--- src/rtl/rv32_irq_trap_ctrl.sv ---
// rv32_irq_trap_ctrl
//   Machine-mode trap CSR file with NUM_IRQ synchronised external interrupt
//   lines (each level- or rising-edge-sensitive) plus the machine timer
//   interrupt. It arbitrates with fixed priority and dispatches traps to a
//   direct or vectored handler.
//
// Ports
//   clk, reset_n   core clock, asynchronous active-low reset
//   csr_addr       CSR address of the MEM-stage access
//   csr_wdata      operand (rs1 or zero-extended uimm)
//   csr_op         funct3: x01 write, x10 set, x11 clear
//   csr_wen        CSR access strobe
//   csr_rdata      old value of the addressed CSR (combinational)
//   timer_int      machine timer interrupt, level, already synchronous
//   irq_i          external interrupt lines, asynchronous
//   current_pc     PC of the instruction in MEM
//   pipe_ready     low while the pipeline is stalled (blocks trap entry)
//   mret_exec      MRET commits in MEM this cycle
//   trap_taken     one-cycle redirect pulse
//   trap_pc        handler target, valid while trap_taken is high
//   mret_pc        return target (mepc)
module rv32_irq_trap_ctrl #(
  parameter int                 NUM_IRQ       = 4,
  parameter int                 SYNC_STAGES   = 2,
  parameter logic [NUM_IRQ-1:0] IRQ_EDGE_MASK = '0,
  parameter int                 VECTORED_EN   = 1,
  parameter logic [31:0]        MTVEC_RESET   = 32'h0000_0000
) (
  input  logic               clk,
  input  logic               reset_n,
  input  logic [11:0]        csr_addr,
  input  logic [31:0]        csr_wdata,
  input  logic [2:0]         csr_op,
  input  logic               csr_wen,
  output logic [31:0]        csr_rdata,
  input  logic               timer_int,
  input  logic [NUM_IRQ-1:0] irq_i,
  input  logic [31:0]        current_pc,
  input  logic               pipe_ready,
  input  logic               mret_exec,
  output logic               trap_taken,
  output logic [31:0]        trap_pc,
  output logic [31:0]        mret_pc
);

  localparam logic [11:0] ADDR_MSTATUS  = 12'h300;
  localparam logic [11:0] ADDR_MIE      = 12'h304;
  localparam logic [11:0] ADDR_MTVEC    = 12'h305;
  localparam logic [11:0] ADDR_MSCRATCH = 12'h340;
  localparam logic [11:0] ADDR_MEPC     = 12'h341;
  localparam logic [11:0] ADDR_MCAUSE   = 12'h342;
  localparam logic [11:0] ADDR_MIP      = 12'h344;

  // Without vectored support the mode field is hardwired to direct.
  localparam logic [31:0] MTVEC_MASK = (VECTORED_EN != 0) ? 32'hFFFF_FFFF : 32'hFFFF_FFFC;

  typedef enum logic {S_IDLE, S_TAKE} state_t;

  state_t                          r_state;
  state_t                          w_state_nxt;

  logic [SYNC_STAGES-1:0][NUM_IRQ-1:0] r_sync;
  logic [NUM_IRQ-1:0]              w_irq_lvl;
  logic [NUM_IRQ-1:0]              r_irq_dly;
  logic [NUM_IRQ-1:0]              w_irq_rise;
  logic [NUM_IRQ-1:0]              r_irq_pend;
  logic [NUM_IRQ-1:0]              w_pend_clr;
  logic [NUM_IRQ-1:0]              w_irq_ip;

  logic                            r_mstatus_mie;
  logic                            r_mstatus_mpie;
  logic                            r_mie_mtie;
  logic [NUM_IRQ-1:0]              r_mie_irq;
  logic [31:0]                     r_mtvec;
  logic [31:0]                     r_mscratch;
  logic [29:0]                     r_mepc;
  logic [31:0]                     r_mcause;
  logic [4:0]                      r_take_cause;

  logic [31:0]                     w_mstatus;
  logic [31:0]                     w_mie;
  logic [31:0]                     w_mip;
  logic [31:0]                     w_csr_new;
  logic                            w_csr_write;
  logic [4:0]                      w_cause;
  logic                            w_pe_any;
  logic                            w_trap_req;
  logic [31:0]                     w_base;
  logic                            w_unused_bits;

  assign w_unused_bits = ^{csr_op[2], current_pc[1:0]};

  // Synchroniser chain plus one extra flop for rising-edge detection.
  always_ff @(posedge clk or negedge reset_n) begin
    if (!reset_n) begin
      r_sync    <= '0;
      r_irq_dly <= '0;
    end else begin
      r_sync    <= {r_sync[SYNC_STAGES-2:0], irq_i};
      r_irq_dly <= w_irq_lvl;
    end
  end

  assign w_irq_lvl  = r_sync[SYNC_STAGES-1];
  assign w_irq_rise = w_irq_lvl & ~r_irq_dly;

  // Edge-line pending latches; a new edge beats a same-cycle software clear.
  always_ff @(posedge clk or negedge reset_n) begin
    if (!reset_n) begin
      r_irq_pend <= '0;
    end else begin
      r_irq_pend <= ((r_irq_pend & ~w_pend_clr) | w_irq_rise) & IRQ_EDGE_MASK;
    end
  end

  // Architectural views of the packed CSRs.
  always_comb begin
    w_mstatus        = '0;
    w_mstatus[3]     = r_mstatus_mie;
    w_mstatus[7]     = r_mstatus_mpie;
    w_mstatus[12:11] = 2'b11;
    w_mie            = '0;
    w_mie[7]         = r_mie_mtie;
    w_mip            = '0;
    w_mip[7]         = timer_int;
    w_irq_ip         = '0;
    for (int k = 0; k < NUM_IRQ; k++) begin
      w_irq_ip[k]    = IRQ_EDGE_MASK[k] ? r_irq_pend[k] : w_irq_lvl[k];
      w_mie[16+k]    = r_mie_irq[k];
      w_mip[16+k]    = w_irq_ip[k];
    end
  end

  // Read mux: unimplemented addresses read zero.
  always_comb begin
    csr_rdata = '0;
    case (csr_addr)
      ADDR_MSTATUS:  csr_rdata = w_mstatus;
      ADDR_MIE:      csr_rdata = w_mie;
      ADDR_MTVEC:    csr_rdata = r_mtvec;
      ADDR_MSCRATCH: csr_rdata = r_mscratch;
      ADDR_MEPC:     csr_rdata = {r_mepc, 2'b00};
      ADDR_MCAUSE:   csr_rdata = r_mcause;
      ADDR_MIP:      csr_rdata = w_mip;
      default:       csr_rdata = '0;
    endcase
  end

  // Read-modify-write result; a trap entry discards the access because the
  // instruction is replayed after mret.
  always_comb begin
    case (csr_op[1:0])
      2'b01:   w_csr_new = csr_wdata;
      2'b10:   w_csr_new = csr_rdata | csr_wdata;
      2'b11:   w_csr_new = csr_rdata & ~csr_wdata;
      default: w_csr_new = csr_rdata;
    endcase
    w_csr_write = csr_wen && (csr_op[1:0] != 2'b00) && !w_trap_req;
    w_pend_clr  = '0;
    if (w_csr_write && (csr_addr == ADDR_MIP)) begin
      for (int k = 0; k < NUM_IRQ; k++) begin
        w_pend_clr[k] = IRQ_EDGE_MASK[k] & ~w_csr_new[16+k];
      end
    end
  end

  // Fixed priority: timer first, then line 0 upward. Scanning from the
  // highest line down lets the lower-numbered sources overwrite the choice.
  always_comb begin
    w_cause  = '0;
    w_pe_any = 1'b0;
    for (int k = NUM_IRQ - 1; k >= 0; k--) begin
      if (w_irq_ip[k] && r_mie_irq[k]) begin
        w_cause  = 5'(16 + k);
        w_pe_any = 1'b1;
      end
    end
    if (timer_int && r_mie_mtie) begin
      w_cause  = 5'd7;
      w_pe_any = 1'b1;
    end
  end

  assign w_trap_req = (r_state == S_IDLE) && r_mstatus_mie && w_pe_any &&
                      pipe_ready && !mret_exec;

  // Trap FSM state register.
  always_ff @(posedge clk or negedge reset_n) begin
    if (!reset_n) begin
      r_state <= S_IDLE;
    end else begin
      r_state <= w_state_nxt;
    end
  end

  // Trap FSM next state: TAKE lasts exactly one cycle.
  always_comb begin
    w_state_nxt = r_state;
    case (r_state)
      S_IDLE:  if (w_trap_req) w_state_nxt = S_TAKE;
      S_TAKE:  w_state_nxt = S_IDLE;
      default: w_state_nxt = S_IDLE;
    endcase
  end

  // Trap FSM outputs; mtvec modes 10/11 fall back to direct dispatch.
  always_comb begin
    trap_taken = (r_state == S_TAKE);
    w_base     = {r_mtvec[31:2], 2'b00};
    trap_pc    = w_base;
    if (r_mtvec[1:0] == 2'b01) begin
      trap_pc = w_base + {25'd0, r_take_cause, 2'b00};
    end
  end

  assign mret_pc = {r_mepc, 2'b00};

  // CSR state. Trap entry excludes CSR writes; mret is applied after the
  // CSR write so it overrides MIE/MPIE from a same-cycle mstatus write.
  always_ff @(posedge clk or negedge reset_n) begin
    if (!reset_n) begin
      r_mstatus_mie  <= 1'b0;
      r_mstatus_mpie <= 1'b0;
      r_mie_mtie     <= 1'b0;
      r_mie_irq      <= '0;
      r_mtvec        <= MTVEC_RESET & MTVEC_MASK;
      r_mscratch     <= '0;
      r_mepc         <= '0;
      r_mcause       <= '0;
      r_take_cause   <= '0;
    end else if (w_trap_req) begin
      r_mepc         <= current_pc[31:2];
      r_mcause       <= {1'b1, 26'd0, w_cause};
      r_take_cause   <= w_cause;
      r_mstatus_mpie <= r_mstatus_mie;
      r_mstatus_mie  <= 1'b0;
    end else begin
      if (w_csr_write) begin
        case (csr_addr)
          ADDR_MSTATUS: begin
            r_mstatus_mie  <= w_csr_new[3];
            r_mstatus_mpie <= w_csr_new[7];
          end
          ADDR_MIE: begin
            r_mie_mtie <= w_csr_new[7];
            r_mie_irq  <= w_csr_new[16 +: NUM_IRQ];
          end
          ADDR_MTVEC:    r_mtvec    <= w_csr_new & MTVEC_MASK;
          ADDR_MSCRATCH: r_mscratch <= w_csr_new;
          ADDR_MEPC:     r_mepc     <= w_csr_new[31:2];
          ADDR_MCAUSE:   r_mcause   <= w_csr_new;
          default: ;
        endcase
      end
      if (mret_exec) begin
        r_mstatus_mie  <= r_mstatus_mpie;
        r_mstatus_mpie <= 1'b1;
      end
    end
  end

endmodule

--- config.mk ---
export PLATFORM = sky130hd
export DESIGN_NAME = rv32_irq_trap_ctrl
export DESIGN_NICKNAME = d
export VERILOG_FILES = /design/src/rtl/rv32_irq_trap_ctrl.sv
export SDC_FILE = /design/constraint.sdc
export NUM_CORES = 1
export LEC_CHECK = 0
export ABC_AREA = 1
export CAP_MARGIN = 20
export CELL_PAD_IN_SITES_DETAIL_PLACEMENT = 1
export CELL_PAD_IN_SITES_GLOBAL_PLACEMENT = 2
export CORE_AREA = 2 2 178 180
export CTS_BUF_LIST = sky130_fd_sc_hd__clkbuf_4 sky130_fd_sc_hd__clkbuf_8
export DETAILED_ROUTE_END_ITERATION = 7
export DIE_AREA = 0 0 180 182
export GPL_TIMING_DRIVEN = 0
export PLACE_DENSITY_LB_ADDON = 0.1
export SLEW_MARGIN = 40
export SYNTH_ARGS = -nofsm -noshare
export SYNTH_HDL_FRONTEND = slang
export SYNTH_SLANG_ARGS = --single-unit
--- constraint.sdc ---
create_clock -name clk -period 5.5 [get_ports clk]
set_input_delay 1.1 -clock clk [delete_from_list [all_inputs] [get_ports clk]]
set_output_delay 1.1 -clock clk [all_outputs]
set_load 0.02 [all_outputs]
==> results.toml <==
[logic_synthesis]
synth_seq_area_share_pct = 39.9
synth_cell_types = 42
ys_top_cells_by_count = "433 x nand2_1, 170 x nand3_1, 146 x dfrtp_1"
ys_ff_latch = 146
yosys.area.top_type_share_pct = 39.9
synthArstFlopShare_pct = 100
synthesis.area_um2 = 9160
synth_area_per_cell_um2 = 6.99
synthFlopType = "dfrtp_1"
synth_top_area_cell = "dfrtp_1"
yosysMostFrequentCell = "nand2_1"
yosysWarnings = 0
syn_inst = 1311
synth_edf_count = 0
synthTopCellsByArea = "dfrtp_1 40%, nand2_1 18%, nand3_1 9.3%, o21ai_1 5.2%, inv_1 4.9%"

[route]
drt-initial-drc-count = 677
ant_nets = 0
dr.pass1.iters = 5
routedWlPerCell_um = 21.9
wirelength_um = 42200
vias = 9719
via_per_inst = 5.04
drcViolationCount = 0

[clock_tree]
cts_root_buf = "clkbuf_8"
post-cts-setup-buffer-count = 0
cts.sinks = 146
cts_tree = "done"
clk_pin_slew_ns = 0.09
insertion_delay_ns = 0.47
cts_buffers = 17
h-tree-depth = 4
cts_buffer_depth = 2
hold_buffers = 0
cts_resized = 0

[placement]
place.gp.congestion = 0.851
place_ws_ns = 0.694
dp_hpwl_um = 32200
port_buffers = 178
placed_cells = 1896

[critical_path]
r2r_cells = 8
crit_required_ns = 4.40
rr_endpoint = "r_mscratch[16]$_DFFE_PN0P_"
arrival_ns = 3.73
rrSetupSlack_ns = 3.31
critical_path.endpoint = "csr_rdata[24]"
crit_start = "csr_addr[1]"
worst_setup_path_start_kind = "input port"
end_kind = "primary output"
critical_path_class = "input port to primary output"
crit_fanout = 10
r2r_start = "r_mie_mtie$_DFFE_PN0P_"

[global_route]
antenna_found_initial = 0
grt_pass1_wl_um = 63700
grt_pass1_vias = 9973
overflow = 0
grt_use_total_pct = 25.9
grt_max_degree = 67

[power]
p_sw_share_pct = 29.0
comb_power_share_pct = 11.6
pwr_density_cell_nw_per_um2 = 190
p_leak_nw = 6.22
switchingPower_mw = 0.658
p_int_mw = 1.61
p_clk_share_pct = 40.2
power_frac_seq_pct = 48.3
ir_drop_v = 0.000105

[sta]
max_slew.worst_pin.slew_ns = 0.895
report.final.slew_viol_count = 0
setup_ws_ns = 0.671
skew_ns = 0.0222
rsz0062_at_grt = "no"
setup-violations-final = 0
max_freq_mhz = 207
post-route-min-period_ns = 4.83
finalHoldViolations = 0
setup-tns-final_ns = 0
max_slew_margin_pct = 40.3
finalCritPeriodShare_pct = 87.8

[floorplanning]
dieHeight_um = 182
dieArea_um2 = 32800
die_w_um = 180
core_area_um2 = 31000
ios = 186
row_count = 65
initial_core_util_pct = 29.6

[finish]
area_delta_synth_final_pct = 30.1
fillCellCount = 3888
nNetsFinal = 1607
antenna_cells = 0
drive_above_1_share_pct = 11.7
post-route-util_pct = 38.5
fin_cells = 1928

[outcome]
outcome = "finished, final reports clean"

[run]
max_cap_violations = 0

[min_path]
hold_path_class = "flop to flop"
## cells by family after synthesis
group,count (synthesis),synth area share [%]
xor+xnor,20,1.91
compound gates,188,10.4
simple gates,744,36.9
other cells,1,0.0409
buf+inv,207,10.1
flops,146,39.9
fa+ha+maj,5,0.765
## worst min-delay path by stage
stage | start | end | slack (ns) | cells after the start
CTS | r_sync[0]$_DFF_PN0_ | w_irq_ip[0]$_DFF_PN0_ | 0.36 | 0
floorplan | r_sync[0]$_DFF_PN0_ | w_irq_ip[0]$_DFF_PN0_ | 0.33 | 0
global placement | r_sync[1]$_DFF_PN0_ | w_irq_ip[1]$_DFF_PN0_ | 0.33 | 0
detailed placement | r_sync[0]$_DFF_PN0_ | w_irq_ip[0]$_DFF_PN0_ | 0.34 | 0
finish | r_sync[2]$_DFF_PN0_ | w_irq_ip[2]$_DFF_PN0_ | 0.36 | 0
global route | r_sync[3]$_DFF_PN0_ | w_irq_ip[3]$_DFF_PN0_ | 0.37 | 0
## placed cells by master, fill, tap and decap left out, drive strengths merged, types with 14 or more instances in the layout
| cell type | instances |
|---|---|
| buf | 55 |
| xor2 | 20 |
| nand3 | 177 |
| clkbuf | 33 |
| nand2 | 471 |
| clkdlybuf4s50 | 177 |
| clkinv | 22 |
| nor3 | 14 |
| inv | 130 |
| or2 | 23 |
| dfrtp | 146 |
| o21ai | 172 |
| nor2 | 44 |
## through the flow
step / hold WS (ns) / area (um^2) / power [mW]
final: 0.356 / 11900 / 2.27
after global routing: 0.370 / 11900 / 2.35
after CTS: 0.358 / 11900 / 2.28
after detailed placement: 0.336 / 11500 / 1.38
after global placement: 0.331 / 11500 / 1.37
after floorplan: 0.331 / 9170 / 1.22
## power by group through the flow
stage | combinational, mW | clock, mW | sequential, mW
detailed placement | 0.264 | 0 | 1.12
global placement | 0.257 | 0 | 1.12
floorplan | 0.102 | 0 | 1.12
finish | 0.263 | 0.911 | 1.09
global route | 0.286 | 0.968 | 1.10
CTS | 0.265 | 0.923 | 1.09
## flip-flops by register name (all words and copies together) (netlist names), 4 cells and up
name / count
r_mcause: 32
r_mepc: 30
r_mie_irq: 4
r_mscratch: 32
r_mtvec: 32
r_sync: 4
r_take_cause: 4
w_irq_ip: 4
## worst max-delay path, cell delays in order
cell and delay, ns:
clkdlybuf4s50_1 0.43, inv_1 0.09, nand2_2 0.08, nor2_4 0.36, nand2_4 0.20, buf_2 0.30, o21ai_1 0.37, or2_2 0.18
clkdlybuf4s50_1 0.59
## area by class of cell
cell class / count / area, um^2 / area share (%)
multi-input combinational: 961 / 4600 / 38.6
tap: 402 / 503 / 4.22
clock buffer: 18 / 248 / 2.08
sequential: 146 / 3650 / 30.6
clock inverter: 14 / 154 / 1.29
buffer: 67 / 399 / 3.35
timing repair buffer: 180 / 1840 / 15.5
inverter: 140 / 526 / 4.41
## metal layers
layer  wire length, um  up-vias  track usage [%]
met5                 0        -                0
met4               332        0             4.36
met3              2010       23             3.27
met2             19600      286             42.0
met1             20300     4813             37.3
li1                  -     4597                -
Note: power is estimated with default switching activity, not from simulation.
